<file path="src/rtl/fp_divider_if.sv">
// Operand/result handshake bundle for the FP32 divider.
// The master side drives operands and accepts results; the slave side is the divider.
interface fp_divider_if;
    logic        in_valid;
    logic        in_ready;
    logic [31:0] A;
    logic [31:0] B;
    logic        out_valid;
    logic        out_ready;
    logic [31:0] Out;

    modport master (
        output in_valid, A, B, out_ready,
        input  in_ready, out_valid, Out
    );

    modport slave (
        input  in_valid, A, B, out_ready,
        output in_ready, out_valid, Out
    );
endinterface

</file>
<file path="src/rtl/fp_divider.sv">
// Multi-cycle IEEE-754 binary32 divider: one restoring-division step per clock,
// truncating rounding, and denormal inputs treated as zero.
module fp_divider (
    input  logic        clk,
    input  logic        rst_n,
    fp_divider_if.slave bus
);

    typedef enum logic [1:0] {IDLE, CALC, NORM, DONE} state_t;

    localparam logic [31:0] QNAN = 32'h7FC0_0000;

    state_t             r_state;
    state_t             w_next;
    logic [24:0]        r_rem;
    logic [23:0]        r_div;
    logic [24:0]        r_quo;
    logic [4:0]         r_cnt;
    logic signed [9:0]  r_exp;
    logic               r_sign;
    logic [31:0]        r_out;

    logic [7:0]         w_ea;
    logic [7:0]         w_eb;
    logic               w_sign;
    logic               w_accept;
    logic               w_special;
    logic [31:0]        w_special_val;
    logic               w_ge;
    logic [24:0]        w_diff;

    // Normalize the 25-bit quotient and saturate the exponent to inf/zero.
    function automatic logic [31:0] pack_result(input logic sign,
                                                input logic signed [9:0] exp_base,
                                                input logic [24:0] q);
        logic signed [9:0] e;
        logic [22:0]       m;
        if (q[24]) begin
            m = q[23:1];
            e = exp_base;
        end else begin
            m = q[22:0];
            e = exp_base - 10'sd1;
        end
        if (e >= 10'sd255)
            return {sign, 8'hFF, 23'd0};
        else if (e <= 10'sd0)
            return {sign, 31'd0};
        else
            return {sign, e[7:0], m};
    endfunction

    assign w_ea     = bus.A[30:23];
    assign w_eb     = bus.B[30:23];
    assign w_sign   = bus.A[31] ^ bus.B[31];
    assign w_accept = bus.in_valid && (r_state == IDLE);

    always_comb begin
        w_special     = 1'b1;
        w_special_val = QNAN;
        if (w_ea == 8'hFF || w_eb == 8'hFF)
            w_special_val = QNAN;
        else if (w_ea == 8'h00 && w_eb == 8'h00)
            w_special_val = QNAN;
        else if (w_ea == 8'h00)
            w_special_val = {w_sign, 31'd0};
        else if (w_eb == 8'h00)
            w_special_val = {w_sign, 8'hFF, 23'd0};
        else
            w_special = 1'b0;
    end

    // Restoring step: partial remainder always stays below twice the divisor.
    assign w_ge   = (r_rem >= {1'b0, r_div});
    assign w_diff = w_ge ? (r_rem - {1'b0, r_div}) : r_rem;

    always_ff @(posedge clk or negedge rst_n) begin
        if (!rst_n)
            r_state <= IDLE;
        else
            r_state <= w_next;
    end

    always_comb begin
        w_next = r_state;
        case (r_state)
            IDLE: if (w_accept) w_next = w_special ? DONE : CALC;
            CALC: if (r_cnt == 5'd24) w_next = NORM;
            NORM: w_next = DONE;
            DONE: if (bus.out_ready) w_next = IDLE;
            default: w_next = IDLE;
        endcase
    end

    always_ff @(posedge clk or negedge rst_n) begin
        if (!rst_n) begin
            r_rem  <= '0;
            r_div  <= '0;
            r_quo  <= '0;
            r_cnt  <= '0;
            r_exp  <= '0;
            r_sign <= 1'b0;
            r_out  <= '0;
        end else begin
            case (r_state)
                IDLE: begin
                    if (w_accept) begin
                        if (w_special) begin
                            r_out <= w_special_val;
                        end else begin
                            r_rem  <= {1'b0, 1'b1, bus.A[22:0]};
                            r_div  <= {1'b1, bus.B[22:0]};
                            r_quo  <= '0;
                            r_cnt  <= '0;
                            r_sign <= w_sign;
                            r_exp  <= $signed({2'b00, w_ea}) - $signed({2'b00, w_eb}) + 10'sd127;
                        end
                    end
                end
                CALC: begin
                    r_rem <= w_diff << 1;
                    r_quo <= {r_quo[23:0], w_ge};
                    r_cnt <= r_cnt + 5'd1;
                end
                NORM: r_out <= pack_result(r_sign, r_exp, r_quo);
                default: ;
            endcase
        end
    end

    assign bus.in_ready  = (r_state == IDLE);
    assign bus.out_valid = (r_state == DONE);
    assign bus.Out       = r_out;

endmodule

</file>
<file path="src/flat_wrapper.sv">
// flat-port wrapper written by rule: the top's interface ports become plain ports
module fp_divider_flat 
  (clk, rst_n, bus_in_valid, bus_A, bus_B, bus_out_ready, bus_in_ready, bus_out_valid, bus_Out);
  fp_divider_if bus_i ();
  input  logic clk;
  input  logic rst_n;
  input wire logic [$bits(bus_i.in_valid)-1:0] bus_in_valid;
  input wire logic [$bits(bus_i.A)-1:0] bus_A;
  input wire logic [$bits(bus_i.B)-1:0] bus_B;
  input wire logic [$bits(bus_i.out_ready)-1:0] bus_out_ready;
  output wire logic [$bits(bus_i.in_ready)-1:0] bus_in_ready;
  output wire logic [$bits(bus_i.out_valid)-1:0] bus_out_valid;
  output wire logic [$bits(bus_i.Out)-1:0] bus_Out;
  assign bus_i.in_valid = bus_in_valid;
  assign bus_i.A = bus_A;
  assign bus_i.B = bus_B;
  assign bus_i.out_ready = bus_out_ready;
  assign bus_in_ready = bus_i.in_ready;
  assign bus_out_valid = bus_i.out_valid;
  assign bus_Out = bus_i.Out;
  fp_divider u_core (.clk(clk), .rst_n(rst_n), .bus(bus_i));
endmodule
</file>
<file path="config.mk">
export PLATFORM = sky130hd
export DESIGN_NAME = fp_divider_flat
export DESIGN_NICKNAME = d
export VERILOG_FILES = /design/src/rtl/fp_divider_if.sv /design/src/rtl/fp_divider.sv /design/src/flat_wrapper.sv
export SDC_FILE = /design/constraint.sdc
export NUM_CORES = 1
export LEC_CHECK = 0
export ABC_AREA = 1
export CORE_ASPECT_RATIO = 1.25
export CORE_MARGIN = 3
export CORE_UTILIZATION = 55
export CTS_CLUSTER_DIAMETER = 50
export DETAILED_ROUTE_END_ITERATION = 7
export GPL_ROUTABILITY_DRIVEN = 0
export PLACE_DENSITY = 0.85
export SETUP_SLACK_MARGIN = 0.05
export SYNTH_ARGS = -nofsm -noshare
export SYNTH_HDL_FRONTEND = slang
export SYNTH_SLANG_ARGS = --single-unit
</file>
<file path="constraint.sdc">
create_clock -name clk -period 2.95 [get_ports clk]
set_input_delay 0.7375 -clock clk [delete_from_list [all_inputs] [get_ports clk]]
set_output_delay 0.7375 -clock clk [all_outputs]
set_load 0.005 [all_outputs]
</file>
==> reports/metrics.csv <==
stage,metric,value,unit
logic_synthesis,area share of the largest cell type after synthesis,38.0,%
status,status,completed,
sta,min cycle time layout,2.68,ns
sta,clock tree skew after final layout,0.0110,ns
floorplanning,initial core utilization,56.4,%
critical_path,combined buffer and inverter count along the critical path,3,
final_layout,final non-filler cell total,1440,
critical_path,CP most frequent cell,nand3_1,
logic_synthesis,number of enable flip-flop cells after synthesis,0,
routing,Routed WL per cell,14.4,um
cts,post-cts sizing count,0,
routing,drc violations,0,
logic_synthesis,proportion of synthesized chip area in sequential cells,38.0,%
cts,TritonCTS clock tree,done,
logic_synthesis,distinct cell type count of the synthesized netlist,44,
cts,cell at the root of the clock tree,clkbuf_16,
min_path,Worst Hold Class,in -> async,
sta,final setup violation count,0,
logic_synthesis,netlist area before placement,8160,sq um
grt,number of antenna violations at the first check in global routing,0,
cts,post-cts hold buffer count,0,
logic_synthesis,"area leader, netlist",dfrtp_1,
pwr,peak supply drop,0.630,mV
sta,maximum frequency from static timing analysis,373,MHz
final_layout,Post-Layout Inst Area,10100,sq um
routing,Routed Antenna Nets,0,
placement,cell total after placement,1408,
placement,DPL Wire Length,15200,um
cts,Post-CTS Setup Inserts,0,
routing,router iterations before antenna repair,5,
routing,met1 routed wirelength after detailed routing,8160,um
floorplanning,Rows,49,
sta,Relative slew margins,52.4,%
cts,Sinks on Clock Net,124,
critical_path,crit path kind,in -> reg,
sta,final cycle utilization of the critical path,91.0,%
cts,clock slew at reported path FFs,0.06,ns
routing,detailed-routed wire length on met3,1100,um
sta,unrepaired setup endpoints after global routing,no,
logic_synthesis,Yosys warning count,0,
routing,mean number of vias per cell,5.49,
floorplanning,Die W,115,um
logic_synthesis,"Net Count, Synth",1245,
final_layout,# fillers,1116,
critical_path,Critical Path Source Type,primary input,
grt,global-route wire length before repair,34700,um
floorplanning,I/O pin count,102,
cts,worst skew pair latency,0.43,ns
routing,number of DRC violations after detailed-routing iteration 0,560,
placement,Port Buffer Count,101,
logic_synthesis,most instantiated flip-flop cell in the synthesis netlist,dfrtp_1,
critical_path,R2R cell count,12,
grt,Global Route Usage Sum,26.3,%
critical_path,slowest stage cell on the critical path,clkdlybuf4s50_1,
logic_synthesis,share of synthesized registers carrying an async set or reset,100,%
routing,total vias in the final route,7912,
logic_synthesis,synthesized flop and latch total,124,
logic_synthesis,mean instance size in the synthesized netlist,7.21,sq um
sta,Max Slew Vio Count,0,
critical_path,critical path endpoint category,flip-flop,
final_layout,count of nets after finishing,1362,
critical_path,cells traversed along the worst timing path,clkdlybuf4s50_1 > ha_1 > inv_1 > fa_1 > nand3_1 > nand3_1 > xor2_1 > inv_1 > nor2_1 > nand3_1 > nand2_1 > nand2_1 > nand3_1 > o21ai_0,
cts,H-tree lvl count,4,
logic_synthesis,biggest area contributors in the synthesized netlist,"dfrtp_1, nand2_1, inv_1",
pwr,leakage power figure,4.85,nW
critical_path,"Largest delay share family, worst path",buffers and inverters,
floorplanning,overall die height,142,um
critical_path,highest fanout seen on the critical path,3,
critical_path,Arrival @ worst endpoint,2.99,ns
floorplanning,floorplan core area,14500,sq um
critical_path,startpoint of the worst register-to-register path,u_core.r_div[16],
pwr,areal power density over the cells,1100,nW/um^2
final_layout,Ant. Diodes,0,
final_layout,fraction of layout instances using a drive strength above 1,8.48,%
critical_path,worst r2r dst,u_core.r_rem[23],
sta,Slew @ Worst Pin,0.714,ns
routing,met2 wire length,10700,um
critical_path,CP Data Required Time,3.26,ns
routing,top layer used by detailed routing,met4,
critical_path,register-to-register setup slack,0.47,ns
pwr,post-route total power,0.0111,W
final_layout,area grow syn2layout,23.7,%
sta,endpoints failing hold,0,
floorplanning,die area,16300,sq um
routing,wire length reported by the detailed router,20700,um
critical_path,CP peak stage delay,0.55,ns
grt,number of global-route vias before repair,7732,
grt,maximum number of pins on one net before global-route repair,48,
cts,Num CTS Buffers,17,
placement,Post-DP Area,9520,sq um
run,count of max-cap constraint violations,0,
logic_synthesis,cell count after synthesis,1132,
cts,Clock Tree Buf Depth,2,
grt,total overflow reported by the global router,0,
[cells in the final DEF (no fill, tap or decap), types with 3 or more instances in the layout]
cell	n
inv_2	15
o21ai_0	83
ha_1	43
nor2_1	74
a21o_1	7
xor2_1	11
nor4_1	3
o21ai_1	24
buf_12	5
xnor2_1	11
inv_6	5
clkbuf_16	17
dfrtp_1	124
nor3_1	9
nand2_1	296
clkdlybuf4s50_1	100
nand4_1	25
buf_4	31
nand3_1	71
clkinvlp_4	3
nand2_4	3
nand3b_1	4
inv_1	156
a21oi_1	76
nor2_2	6
o22ai_1	25
nand3_2	5
[flip-flops by register name (all words and copies together) (netlist names)]
signal,flops
u_core.r_cnt,5
u_core.r_quo,25
u_core.r_state,2
u_core.bus.Out,32
u_core.r_sign,1
u_core.r_exp,10
u_core.r_div,24
u_core.r_rem,25
[worst max path at each step]
stage                     cells past startpoint  slack, ns       from                to
final                                        14       0.27  bus_B[23]   u_core.r_exp[8]
after global routing                         13       0.07  bus_B[25]   u_core.r_exp[7]
after CTS                                    14       0.13  bus_B[24]  u_core.r_rem[20]
after detailed placement                     14      -0.26  bus_B[24]  u_core.r_rem[18]
after global placement                       14      -0.13  bus_B[24]  u_core.r_rem[19]
after floorplan                              14       0.55  bus_A[23]   u_core.r_exp[8]
[area by class of cell]
cell class / instances / area (sq um) / share of cell area, %
multi-input cells: 799 / 4230 / 41.9
flip-flops and latches: 124 / 3100 / 30.7
repair buffers: 136 / 1330 / 13.2
inverters: 171 / 642 / 6.36
well taps: 178 / 223 / 2.21
clock inverters: 14 / 135 / 1.34
clock buffers: 18 / 429 / 4.25
[worst reg2reg max path: cells and delay by family (launching register included)]
family                     cells  cell delay (ns)
DFF                            1             0.33
AOI/OAI and AO/OA              3             0.58
and+or+nand+nor                5             0.67
adders and majority gates      1             0.35
buffers and inverters          3             0.44
[logic make-up after synthesis]
family / after synthesis / synth area share, %
AO/OA/AOI/OAI: 224 / 14.8
flip-flops: 124 / 38.0
adder cells (fa/ha/maj): 45 / 7.08
buffers and inverters: 209 / 10.2
XOR/XNOR: 24 / 2.81
AND/OR/NAND/NOR: 506 / 27.1
[metal layers]
metal  GRT usage [%]  vias up
li1                -     3920
met1            30.1     3621
met2            46.8      301
met3            5.06       70
met4            12.4        0
met5               0        -
[Yosys cell counts (3+ instances only)]
cell type    n
inv_2       15
buf_6        5
nor2_2       5
nand3b_1     4
clkbuf_1    22
buf_2        7
o21ai_0     83
nor3_1       9
buf_1        3
o21ai_1     24
nor4_1       3
dfrtp_1    124
inv_1      156
nand2_1    296
a21oi_1     76
nand3_2      5
nand3_1     71
o22ai_1     25
xor2_1      11
nor2_1      75
xnor2_1     12
nand2_4      3
a21o_1       7
nand4_1     25
ha_1        43
[where the power goes]
part           leakage, nW  switching [W]  internal [W]  total, W
clock                0.270       0.000826       0.00117   0.00200
sequential            1.58       0.000329       0.00221   0.00254
combinational         3.00        0.00414       0.00239   0.00653
[per-stage QoR]
step | setup TNS, ns | setup WS [ns] | utilization [%] | hold slack, ns
after CTS | 0 | 0.127 | 69.7 | 0.285
after global placement | -1.18 | -0.129 | 65.8 | 0.446
final | 0 | 0.266 | 69.8 | 0.274
after detailed placement | -2.44 | -0.255 | 65.8 | 0.469
after floorplan | 0 | 0.554 | - | 0.426
after global routing | 0 | 0.0742 | 69.8 | 0.301
No activity file was read; power rests on OpenSTA's default activity.
